### config.mk
export PLATFORM = sky130hd
export DESIGN_NAME = rs_encoder
export DESIGN_NICKNAME = d
export VERILOG_FILES = /design/src/rtl/rs_encoder.sv
export SDC_FILE = /design/constraint.sdc
export NUM_CORES = 1
export LEC_CHECK = 0
export BUFFER_PORTS_ARGS = -buffer_cell sky130_fd_sc_hd__buf_4
export CELL_PAD_IN_SITES_DETAIL_PLACEMENT = 1
export CELL_PAD_IN_SITES_GLOBAL_PLACEMENT = 1
export CORE_MARGIN = 2
export CORE_UTILIZATION = 46
export DETAILED_ROUTE_END_ITERATION = 8
export GPL_TIMING_DRIVEN = 0
export PLACE_DENSITY_LB_ADDON = 0.08
export RECOVER_POWER = 100
export SYNTH_ARGS = -nofsm -noshare
export SYNTH_HDL_FRONTEND = slang
export SYNTH_SLANG_ARGS = --single-unit
### constraint.sdc
create_clock -name clk -period 2.6 [get_ports clk]
set_input_delay 0.52 -clock clk [delete_from_list [all_inputs] [get_ports clk]]
set_output_delay 0.52 -clock clk [all_outputs]
set_load 0.02 [all_outputs]
### src/rtl/rs_encoder.sv
// Systematic RS(255,223) encoder over GF(2^8).
// Message symbols pass straight through to a registered output while a
// 32-stage LFSR divides by the generator polynomial. The 32 remainder
// symbols are then shifted out as parity, highest degree first.
module rs_encoder #(
   parameter int         M         = 8,
   parameter int         N         = 255,
   parameter int         K         = 223,
   parameter logic [M:0] PRIM_POLY = 9'h11D,
   parameter int         FCR       = 1
) (
   input  logic         clk,
   input  logic         reset,
   input  logic         in_valid,
   output logic         in_ready,
   input  logic [M-1:0] in_data,
   output logic         out_valid,
   input  logic         out_ready,
   output logic [M-1:0] out_data,
   output logic         out_sop,
   output logic         out_eop,
   output logic         busy
);

   localparam int NPAR = N - K;
   localparam int CNTW = $clog2(K + 1);
   localparam logic [M-1:0]    GF_ONE    = {{(M-1){1'b0}}, 1'b1};
   localparam logic [M-1:0]    GF_ALPHA  = {{(M-2){1'b0}}, 2'b10};
   localparam logic [CNTW-1:0] CNT_ONE   = {{(CNTW-1){1'b0}}, 1'b1};
   localparam logic [CNTW-1:0] CNT_LASTM = CNTW'(K - 1);
   localparam logic [CNTW-1:0] CNT_LASTP = CNTW'(NPAR - 1);

   // GF(2^M) multiply; with one operand constant it reduces to an XOR network.
   function automatic logic [M-1:0] gf_mul(input logic [M-1:0] a, input logic [M-1:0] b);
      logic [M-1:0] p;
      logic [M-1:0] x;
      p = '0;
      x = a;
      for (int i = 0; i < M; i++) begin
         if (b[i]) p = p ^ x;
         else      p = p;
         if (x[M-1]) x = (x << 1) ^ PRIM_POLY[M-1:0];
         else        x = x << 1;
      end
      return p;
   endfunction

   // Generator prod_j (x + alpha^(FCR+j)); returns coefficients 0..NPAR-1 (monic term dropped).
   function automatic logic [NPAR*M-1:0] gen_poly();
      logic [(NPAR+1)*M-1:0] c;
      logic [M-1:0]          root;
      c        = '0;
      c[0 +: M] = GF_ONE;
      root     = GF_ONE;
      for (int k = 0; k < FCR; k++) root = gf_mul(root, GF_ALPHA);
      for (int j = 0; j < NPAR; j++) begin
         for (int i = NPAR; i >= 1; i--)
            c[i*M +: M] = c[(i-1)*M +: M] ^ gf_mul(c[i*M +: M], root);
         c[0 +: M] = gf_mul(c[0 +: M], root);
         root      = gf_mul(root, GF_ALPHA);
      end
      return c[NPAR*M-1:0];
   endfunction

   localparam logic [NPAR*M-1:0] GEN = gen_poly();

   typedef enum logic [1:0] {IDLE = 2'd0, DATA = 2'd1, PARITY = 2'd2} state_t;

   state_t             state_r;
   logic [NPAR*M-1:0]  par_r;
   logic [CNTW-1:0]    sym_cnt_r;
   logic               adv_s;
   logic               acc_s;
   logic [M-1:0]       fb_s;
   logic [NPAR*M-1:0]  par_upd_s;
   logic [NPAR*M-1:0]  par_shift_s;

   assign adv_s    = out_ready | ~out_valid;
   assign in_ready = adv_s & ((state_r == IDLE) | (state_r == DATA));
   assign acc_s    = in_valid & in_ready;
   assign busy     = (state_r != IDLE);

   // Next LFSR contents for a message symbol and for a parity shift-out.
   always_comb begin
      fb_s      = in_data ^ par_r[(NPAR-1)*M +: M];
      par_upd_s = '0;
      par_upd_s[0 +: M] = gf_mul(fb_s, GEN[0 +: M]);
      for (int i = 1; i < NPAR; i++)
         par_upd_s[i*M +: M] = par_r[(i-1)*M +: M] ^ gf_mul(fb_s, GEN[i*M +: M]);
      par_shift_s = {par_r[(NPAR-1)*M-1:0], {M{1'b0}}};
   end

   // Codeword sequencer, LFSR and registered output stage.
   always_ff @(posedge clk or negedge reset) begin
      if (!reset) begin
         state_r   <= IDLE;
         par_r     <= '0;
         sym_cnt_r <= '0;
         out_valid <= 1'b0;
         out_data  <= '0;
         out_sop   <= 1'b0;
         out_eop   <= 1'b0;
      end else if (adv_s) begin
         case (state_r)
            IDLE: begin
               if (acc_s) begin
                  out_data  <= in_data;
                  out_valid <= 1'b1;
                  out_sop   <= 1'b1;
                  out_eop   <= 1'b0;
                  par_r     <= par_upd_s;
                  sym_cnt_r <= CNT_ONE;
                  state_r   <= DATA;
               end else begin
                  out_valid <= 1'b0;
               end
            end
            DATA: begin
               if (acc_s) begin
                  out_data  <= in_data;
                  out_valid <= 1'b1;
                  out_sop   <= 1'b0;
                  out_eop   <= 1'b0;
                  par_r     <= par_upd_s;
                  if (sym_cnt_r == CNT_LASTM) begin
                     sym_cnt_r <= '0;
                     state_r   <= PARITY;
                  end else begin
                     sym_cnt_r <= sym_cnt_r + CNT_ONE;
                  end
               end else begin
                  out_valid <= 1'b0;
               end
            end
            PARITY: begin
               // Shifting zeros in leaves par cleared once the last parity symbol leaves.
               out_data  <= par_r[(NPAR-1)*M +: M];
               out_valid <= 1'b1;
               out_sop   <= 1'b0;
               par_r     <= par_shift_s;
               if (sym_cnt_r == CNT_LASTP) begin
                  out_eop   <= 1'b1;
                  sym_cnt_r <= '0;
                  state_r   <= IDLE;
               end else begin
                  out_eop   <= 1'b0;
                  sym_cnt_r <= sym_cnt_r + CNT_ONE;
               end
            end
            default: begin
               state_r   <= IDLE;
               par_r     <= '0;
               sym_cnt_r <= '0;
               out_valid <= 1'b0;
            end
         endcase
      end else begin
         state_r <= state_r;
      end
   end

endmodule

; ---- Word level (Yosys, flattened, before mapping)
; Index checks and enable logic that the tools add are counted.
[totals]
elab_cells = 151
inputBits = 12
reg_bits = 277
out_inout_bits = 13
[classes]
n_bitwise = 96
add_sub_neg = 1
reduce_logical = 10
mux = 28
eq_ne = 9
[op_table]
columns = cell, n
row1 = 8-bit XOR, 84
row2 = 256-bit one-hot mux with 2 select lines, 1
row3 = 256-bit 2-to-1 mux, 1
row4 = 8-bit 2-to-1 mux, 5
row5 = 5-bit 2-to-1 mux, 7
row6 = 4-bit inverter, 7
row7 = 8-bit one-hot mux with 3 select lines, 1
row8 = 8-bit one-hot mux with 2 select lines, 1
row9 = "8-bit by 1-bit adder with 8-bit output, second input constant", 1
row10 = "8-bit by 5-bit == test with 1-bit output, second input constant", 1
row11 = "8-bit == test, second input constant", 1
row12 = 2-bit 2-to-1 mux, 4
row13 = "2-bit != test, second input constant", 3
row14 = 2-bit one-hot mux with 3 select lines, 1
row15 = 3-bit AND reduction, 2
row16 = 5-bit AND reduction, 1
row17 = 1-bit 2-to-1 mux, 4
row18 = "2-bit by 1-bit != test with 1-bit output, second input constant", 2
row19 = 1-bit one-hot mux with 2 select lines, 2
row20 = 4-bit AND reduction, 1
row21 = 2-bit nonzero test, 2
row22 = 1-bit one-hot mux with 3 select lines, 1
row23 = 3-bit nonzero test, 1
row24 = 1-bit AND, 2
row25 = other kinds (7), 8

; ---- Depth between registers and ports, before layout
; Gate-level depths: netlist of run 1.
[depth]
word_depth = 19
ltp_mapped = 11
depth_no_buf = 8

; ---- Least setup slack after synthesis of run 1
; No wires, ideal clock.
[synth_path]
kind = in2reg
startpoint = input in_data[4]
endpoint = register par_r[209]
slack_ps = 52
required_ps = 2474
setup_ps = 126
n_path_buf = 1
t_arrival_ps = 2422
stages = 7
cell_sequence = xnor2_1 xnor2_1 clkbuf_1 xor3_1 nand2_1 nor2_1 a221o_1
[synth_via]
elab_chain_cells = 9
[synth_rtl]
columns = item, line
row1 = "start, declared", 16  ; input logic [M-1:0] in_data,
row2 = 8-bit XOR, 85  ; fb_s = in_data ^ par_r[(NPAR-1)*M +: M];
row3 = 5-bit 2-to-1 mux, 42  ; if (x[M-1]) x = (x << 1) ^ PRIM_POLY[M-1:0];
row4 = 5-bit 2-to-1 mux, --
row5 = 8-bit XOR (3 in series), 40  ; if (b[i]) p = p ^ x;
row6 = 8-bit XOR, 89  ; par_upd_s[i*M +: M] = par_r[(i-1)*M +: M] ^ gf_mul(fb_s, GEN[i*M +: M]);
row7 = 256-bit 2-to-1 mux, "106, 119"
row8 = 256-bit one-hot mux with 2 select lines, 104  ; case (state_r)
row9 = "end signal, assigned", 111  ; par_r <= par_upd_s;
row10 = "end signal, assigned", 124  ; par_r <= par_upd_s;
row11 = "end signal, assigned", 140  ; par_r <= par_shift_s;
row12 = "end, declared", 70  ; logic [NPAR*M-1:0] par_r;
; Every way passes these cells. The select of a mux whose other input is x is not followed.
; A chain may end at the register's enable or synchronous reset.

; ---- Worst setup path in the final report of run 1
[layout_path]
startpoint = register par_r[253]
endpoint = register par_r[54]
[layout_via]
elab_chain_cells = 7
[layout_rtl]
columns = item, line
row1 = 8-bit XOR, 85
row2 = 8-bit XOR (3 in series), 40
row3 = 8-bit XOR, 89
row4 = 256-bit 2-to-1 mux, "106, 119"
row5 = 256-bit one-hot mux with 2 select lines, 104
; Every way passes these cells. The select of a mux whose other input is x is not followed.

==> metrics, run 1 <==
outcome=completed; fmax=385 MHz; CTS tree=built; All-Layer GR Usage=0.436; Critical Path Fanout Max=10; num ports=25; Placer Congestion=1.00; worst path arrival time=3.00 ns; clk_skew=0.0262 ns; FF-to-FF End=par_r[54]$_DFFE_PN0P_; Hold Violations, Final=0; root buffer cell=clkbuf_16; Slew Limit Fails=0; TritonCTS Buffers=34; Routed Antenna Nets=0; first-pass GRT wire length=109000 um; nets=1711; DR vias/cell=6.96; Initial Util=0.469; Die ar.=0.0347 mm^2; Core Area=0.0326 mm^2; CP endpoint kind=flip-flop; worst slew pin tran=1.38 ns; DR WL/cell=35.3 um; final setup vio count=0; Final Non-Filler Cells=2152; Via Count=14980; vias in the first global route=15401; Worst path most repeated cell=xnor2_1; Max-Cap Viols=0; period utilisation layout=1.00; I/O Buffers=24; Detail Placement HPWL=50400 um; Worst-path clk slew=0.06 ns; Crit path buffers/inverters=2; Mapped Area=0.0153 mm^2; multi-input logic area=0.00861 mm^2; CP max-delay cell=dfrtp_2; Slew Limit Headroom=0.0813; worst path cell trace=xnor2_4 -> buf_12 -> buf_4 -> xnor2_1 -> xnor2_1 -> o21ai_1 -> a221o_1; TritonRoute pass-1 iters=6; Tmin final=2.60 ns; Seq/Total Area, Yosys=0.453; GR Overflow Total=0; ANT cells=0; syn avg cell area=9.73 um^2; CP startpoint kind=flip-flop; chip height=186 um; Post-Syn Nets=1591; Worst Hold Depth=3; CP top delay family=XOR/XNOR gates; largest net degree at the start of global routing=116; die width=186 um; WHS Endpoint=out_data[4]$_DFFE_PN0P_; R2R Path Start=par_r[253]$_DFFE_PN0P_; Hold Startpoint=in_data[4]; P&R area growth vs syn=22.1%; YS warnings=0; Remaining DRCs=0; initial antenna violation count=1; fillers=3541; routed wire length=75900 um; Bufs on Longest Clock Path=3; number of DRC markers in iteration 0=2005; Storage cell area=0.00694 mm^2; CP peak stage delay=0.50 ns; unique cell type count in the Yosys netlist=52; Worst-Skew Late Latency=0.54 ns; layout cells sized above 1=0.186; cell row count=66; Syn Inst Count=1572; flop2flop setup slack=0.0004 ns; clock sinks=277; Critical Path RT=3.00 ns; kind of critical path=flip-flop to flip-flop; dpl cells=2042; FF+latch count, synth=277; Worst R2R Path Depth=7; H-Tree Level Count=2; hold crit path type=input pin to flip-flop
[layout make-up]
cell class / instances / share of cell area
multi-input combinational: 1174 / 0.461
sequential: 277 / 0.371
clock buffer: 47 / 0.0532
buffer: 108 / 0.0403
timing repair buffer: 85 / 0.0388
tap: 442 / 0.0296
clock inverter: 7 / 0.00322
inverter: 12 / 0.00241
[logic make-up (layout without fill, tap and decap cells)]
kind of cell               after synthesis  in the layout  share of synthesized area
muxes                                   14             14                    0.00933
and+or+nand+nor                        474            474                      0.127
DFF                                    277            277                      0.453
adders and majority gates                7              7                    0.00573
AOI/OAI and AO/OA                      499            499                      0.237
xor gates and xnor gates               180            180                      0.136
buffers and inverters                  121            259                     0.0313
[registers in the layout, indices dropped and copies added, names as in the netlist]
signal	cells
out_valid	1
sym_cnt_r	8
out_eop	1
out_sop	1
state_r	2
out_data	8
par_r	256
[worst register-to-register path, stage by stage, from the launching register on]
cell and delay (ns):
dfrtp_2 0.50, xnor2_4 0.22, buf_12 0.17, buf_4 0.31, xnor2_1 0.25, xnor2_1 0.40
o21ai_1 0.27, a221o_1 0.35
[worst max path at each step]
stage                           startpoint                      to  slack (ns)  cells after the start
finish              par_r[253]$_DFFE_PN0P_   par_r[54]$_DFFE_PN0P_      0.0004                      7
global route        state_r[1]$_DFFE_PN0P_  par_r[175]$_DFFE_PN0P_       -0.02                      9
CTS                 par_r[248]$_DFFE_PN0P_   par_r[17]$_DFFE_PN0P_       -0.01                      8
detailed placement  state_r[1]$_DFFE_PN0P_  par_r[183]$_DFFE_PN0P_       -1.34                      8
global placement    state_r[1]$_DFFE_PN0P_   par_r[66]$_DFFE_PN0P_       -2.38                     11
floorplan                       in_data[4]  par_r[209]$_DFFE_PN0P_        0.05                      7
[synth_stat cells (all sizes together)]
library cell  instances  area (um^2)
dfrtp               277         6930
nand2               222          833
o21ai               176          881
a221o               172         1720
nor2                159          597
xnor2               119         1170
clkbuf               84          315
a21oi                63          315
nor3                 60          300
xor2                 35          314
buf                  25          119
xnor3                24          549
o211a                19          190
a21o                 15          113
a22oi                14          105
inv                  12         45.0
mux2i                12          120
o21bai                9         67.6
a22o                  8         70.1
ha                    7         87.6
nand3                 7         35.0
o211ai                6         45.0
o22ai                 5         31.3
a31oi                 4         25.0
nand2b                4         25.0
o31ai                 4         30.0
or2                   4         25.0
nor2b                 3         18.8
nor4                  3         18.8
or3                   3         18.8
and2                  2         12.5
mux2                  2         22.5
nor3b                 2         15.0
nor4b                 2         17.5
xor3                  2         47.6
a21boi                1         7.51
and3                  1         6.26
and4b                 1         10.0
nand4                 1         6.26
o21ba                 1         10.0
o221ai                1         8.76
o31a                  1         8.76
[repair_timing]
item | 4_1_cts | 5_1_grt
buffers inserted | 33 | 23
hold buffers | 1 | 0
resized for setup | 231 | 69
pin swaps | 17 | 10
endpoints found under the setup margin | 274 | 234
hold endpoints to repair | 49 | 0
[placed cells by master (no fill, tap or decap), drive strengths merged, types with 2 or more instances in the layout]
master,n
a21oi,63
or3,3
nand3,7
mux2i,12
or2,4
nor2,159
xnor2,119
dfrtp,277
o211ai,6
nor2b,3
clkinv,6
xor3,2
ha,7
mux2,2
nor3b,2
o21bai,9
nor4,3
a31oi,4
nor3,60
o31ai,4
inv,12
clkbuf,126
and2,2
o21ai,176
nor4b,2
o22ai,5
buf,112
o211a,19
a221o,172
nand2b,4
a22oi,14
xnor3,24
a22o,8
nand2,222
xor2,35
a21o,15
[per-stage QoR]
stage | area [um^2] | worst slack (ns) | utilization | hold WS, ns | setup TNS (ns)
2_1_floorplan | 15300 | 0.0518 | - | 0.224 | 0
3_3_place_gp | 16000 | -2.38 | 0.491 | 0.461 | -856.72
3_5_place_dp | 16200 | -1.34 | 0.495 | 0.457 | -250.54
4_1_cts | 18300 | -0.0105 | 0.562 | 0.332 | -0.0105
5_1_grt | 18700 | -0.0231 | 0.573 | 0.387 | -0.0850
6_report | 18700 | 0.000354 | 0.573 | 0.324 | 0
[routing by layer]
layer | vias up | global-route usage | share of wire
li1 | 5970 | - | -
met1 | 7581 | 0.559 | 0.38
met2 | 1087 | 0.627 | 0.41
met3 | 338 | 0.141 | 0.12
met4 | 4 | 0.298 | 0.085
met5 | - | 0.0206 | 0.0015
Power of run 1 is not shown: default switching activity piles up to over one toggle a cycle in this logic, so the estimate is an artifact.
==> run 2, diff against run 1 <==
--- a/config.mk
+++ b/config.mk
@@ -6,10 +6,10 @@
 export NUM_CORES = 1
 export LEC_CHECK = 0
 export BUFFER_PORTS_ARGS = -buffer_cell sky130_fd_sc_hd__buf_4
-export CELL_PAD_IN_SITES_DETAIL_PLACEMENT = 1
-export CELL_PAD_IN_SITES_GLOBAL_PLACEMENT = 1
+export CELL_PAD_IN_SITES_DETAIL_PLACEMENT = 0
+export CELL_PAD_IN_SITES_GLOBAL_PLACEMENT = 2
 export CORE_MARGIN = 2
-export CORE_UTILIZATION = 46
+export CORE_UTILIZATION = 38
 export DETAILED_ROUTE_END_ITERATION = 8
 export GPL_TIMING_DRIVEN = 0
 export PLACE_DENSITY_LB_ADDON = 0.08
==> run 2 against run 1 <==
Against the previous run:
- the run now ends with setup timing left
- worst hold slack lost 0.028 ns
- first-iteration DRC count shrank 19%
- critical path depth is the same
- register-to-register slack lost 0.02 ns
- final cell count grew 4.6%
- clock skew shrank 0.0021 ns
- maximum frequency shrank 0.61%
- cell area grew 1.5%
- via count shrank 5.4%
- utilization shrank 9.6 points
- count of clock-buffer cells in the layout grew 10
- critical path type unchanged
- highest routed layer is now met4
==> metrics, run 2 (synthesis gave the netlist of run 1 again) <==
R2R Path Start=par_r[250]$_DFFE_PN0P_; WHS Endpoint=out_data[2]$_DFFE_PN0P_; TritonCTS Buffers=36 (+5.9%); final hold slack=0.297 ns (-0.0275 ns); Initial Util=0.385 (-0.0840); CP startpoint kind=flip-flop; dpl ws=-1.62 ns (-0.281 ns); root buffer cell=clkbuf_16; clock sinks=277 (unchanged); number of DRC markers in iteration 0=1631 (-19%); CP endpoint kind=flip-flop; Tmin final=2.62 ns (+0.0159 ns); Via Count=14167 (-5.4%); FF-to-FF End=par_r[79]$_DFFE_PN0P_; DR vias/cell=6.30 (-9.5%); initial antenna violation count=2 (+1); Slew Limit Headroom=0.318 (+0.237); ANT cells=0 (unchanged); Largest regs=par_r x256, out_data x8, sym_cnt_r x8; vias in the first global route=13474 (-13%); Placer Congestion=0.952 (-5.1%); H-Tree Level Count=2 (unchanged); CP top delay family=buffers and inverters; period utilisation layout=1.01 (+0.00613); failing checks=setup timing; P&R area growth vs syn=23.9%; routed wire length=75300 um (-0.78%); Worst Slack Setup Final=-0.0156 ns (-0.0159 ns); fmax=382 MHz (-0.61%); outcome=finished, violations left; Crit path buffers/inverters=2 (unchanged); Routed Antenna Nets=0 (unchanged); CTS tree=built; Hold Startpoint=in_data[2]; I/O Buffers=24 (unchanged); Worst-path clk slew=0.05 ns (about the same); commonest non-fill, non-tap cell in the layout=dfrtp_1; worst path cell trace=xnor2_2 -> buf_6 -> buf_2 -> xnor2_1 -> or2_2 -> mux2i_1 -> a22o_1; Bufs on Longest Clock Path=3 (unchanged); die width=205 um (+9.8%); TritonRoute pass-1 iters=6 (unchanged); final setup vio count=2 (+2); first-pass GRT wire length=105000 um (-3.5%); Worst-Skew Late Latency=0.57 ns (+0.03 ns); Core Area=0.0397 mm^2 (+22%); commonest cells after routing, fill and taps aside=dfrtp_1 (272), nand2_1 (215), a221o_1 (171); Slew Limit Fails=0 (unchanged); CP peak stage delay=0.47 ns (-0.03 ns); nets=1722 (+0.64%); Max-Cap Viols=0 (unchanged); Critical Path Fanout Max=10 (unchanged); chip height=205 um (+9.8%); layout cells sized above 1=0.188 (+0.00186); Remaining DRCs=0 (unchanged); Top reg by flops=par_r; All-Layer GR Usage=0.365 (-0.0712); GR Overflow Total=0 (unchanged); max reg flops=256 (unchanged); Hold Violations, Final=0 (unchanged); DR WL/cell=33.5 um (-5.1%); Critical Path RT=3.09 ns (+0.09 ns); CP max-delay cell=mux2i_1; largest net degree at the start of global routing=106 (-8.6%); Die ar.=0.0419 mm^2 (+21%); worst slew pin tran=1.02 ns (-0.355 ns); Detail Placement HPWL=51600 um (+2.5%); clk_skew=0.0241 ns (-0.00211 ns); kind of critical path=flip-flop to flip-flop; worst path arrival time=3.10 ns (+0.10 ns); Worst Hold Depth=3 (unchanged); num ports=25 (unchanged); flop2flop setup slack=-0.02 ns (-0.02 ns); cell row count=73 (+11%); Worst R2R Path Depth=7 (unchanged); hold crit path type=input pin to flip-flop
## run 2: changes by cell type in the layout (fill, tap and decap cells not counted), moves of 4 or more
cell / delta
clkbuf_4: -7
clkbuf_8: +9
o21ai_1: -4
clkbuf_1: +12
buf_4: -6
clkinv_2: -4
nand2_1: -5
clkbuf_2: +8
nand2_2: +5
## run 2: timing repair
item | 4_1_cts | 5_1_grt
endpoints found under the hold margin | 69 | 0
resized for setup | 248 | 47
endpoints found under the setup margin | 275 | 243
pin swaps | 25 | 12
setup buffers | 44 | 18
hold buffers | 1 | 0
## run 2: layout make-up
type                    count  area [um^2]
well taps                 525          657
plain buffers             109          781
clock buffers              57         1110
inverters                  12         45.0
fillers                  3699        20800
repair buffers             93          801
flip-flops and latches    277         6940
clock inverters             3         40.0
multi-input cells        1174         8580
## run 2: worst max path at each step
stage          cells past startpoint                     end  slack [ns]              startpoint
2_1_floorplan                      7  par_r[209]$_DFFE_PN0P_        0.05              in_data[4]
3_3_place_gp                      11  par_r[193]$_DFFE_PN0P_       -2.66  state_r[1]$_DFFE_PN0P_
3_5_place_dp                      10  par_r[193]$_DFFE_PN0P_       -1.62  state_r[1]$_DFFE_PN0P_
4_1_cts                            8  par_r[220]$_DFFE_PN0P_       0.006  state_r[1]$_DFFE_PN0P_
5_1_grt                            7  par_r[119]$_DFFE_PN0P_       -0.01  par_r[254]$_DFFE_PN0P_
6_report                           7   par_r[79]$_DFFE_PN0P_       -0.02  par_r[250]$_DFFE_PN0P_
## run 2: per-stage QoR
stage	cells	utilization	setup TNS (ns)	cell area (um^2)
finish	2250	0.477	-0.0312	19000
global route	2250	0.477	-0.0349	19000
CTS	2232	0.472	0	18700
detailed placement	2127	0.410	-289.76	16300
global placement	2121	0.406	-933.22	16100
floorplan	1572	-	0	15300
## run 2: per-layer routing
| metal | track usage | vias up | wire length (um) |
|---|---|---|---|
| li1 | - | 6002 | - |
| met1 | 0.501 | 7161 | 31500 |
| met2 | 0.520 | 806 | 31700 |
| met3 | 0.0926 | 198 | 7560 |
| met4 | 0.210 | 0 | 4650 |
| met5 | 0 | - | 0 |
## run 2: worst min-delay path, delay by kind of cell
kind	cells	cell delay, ns
compound gates	1	0.13
buf+inv	1	0.10
mux	1	0.06
Power of run 2 is left out for the same reason.
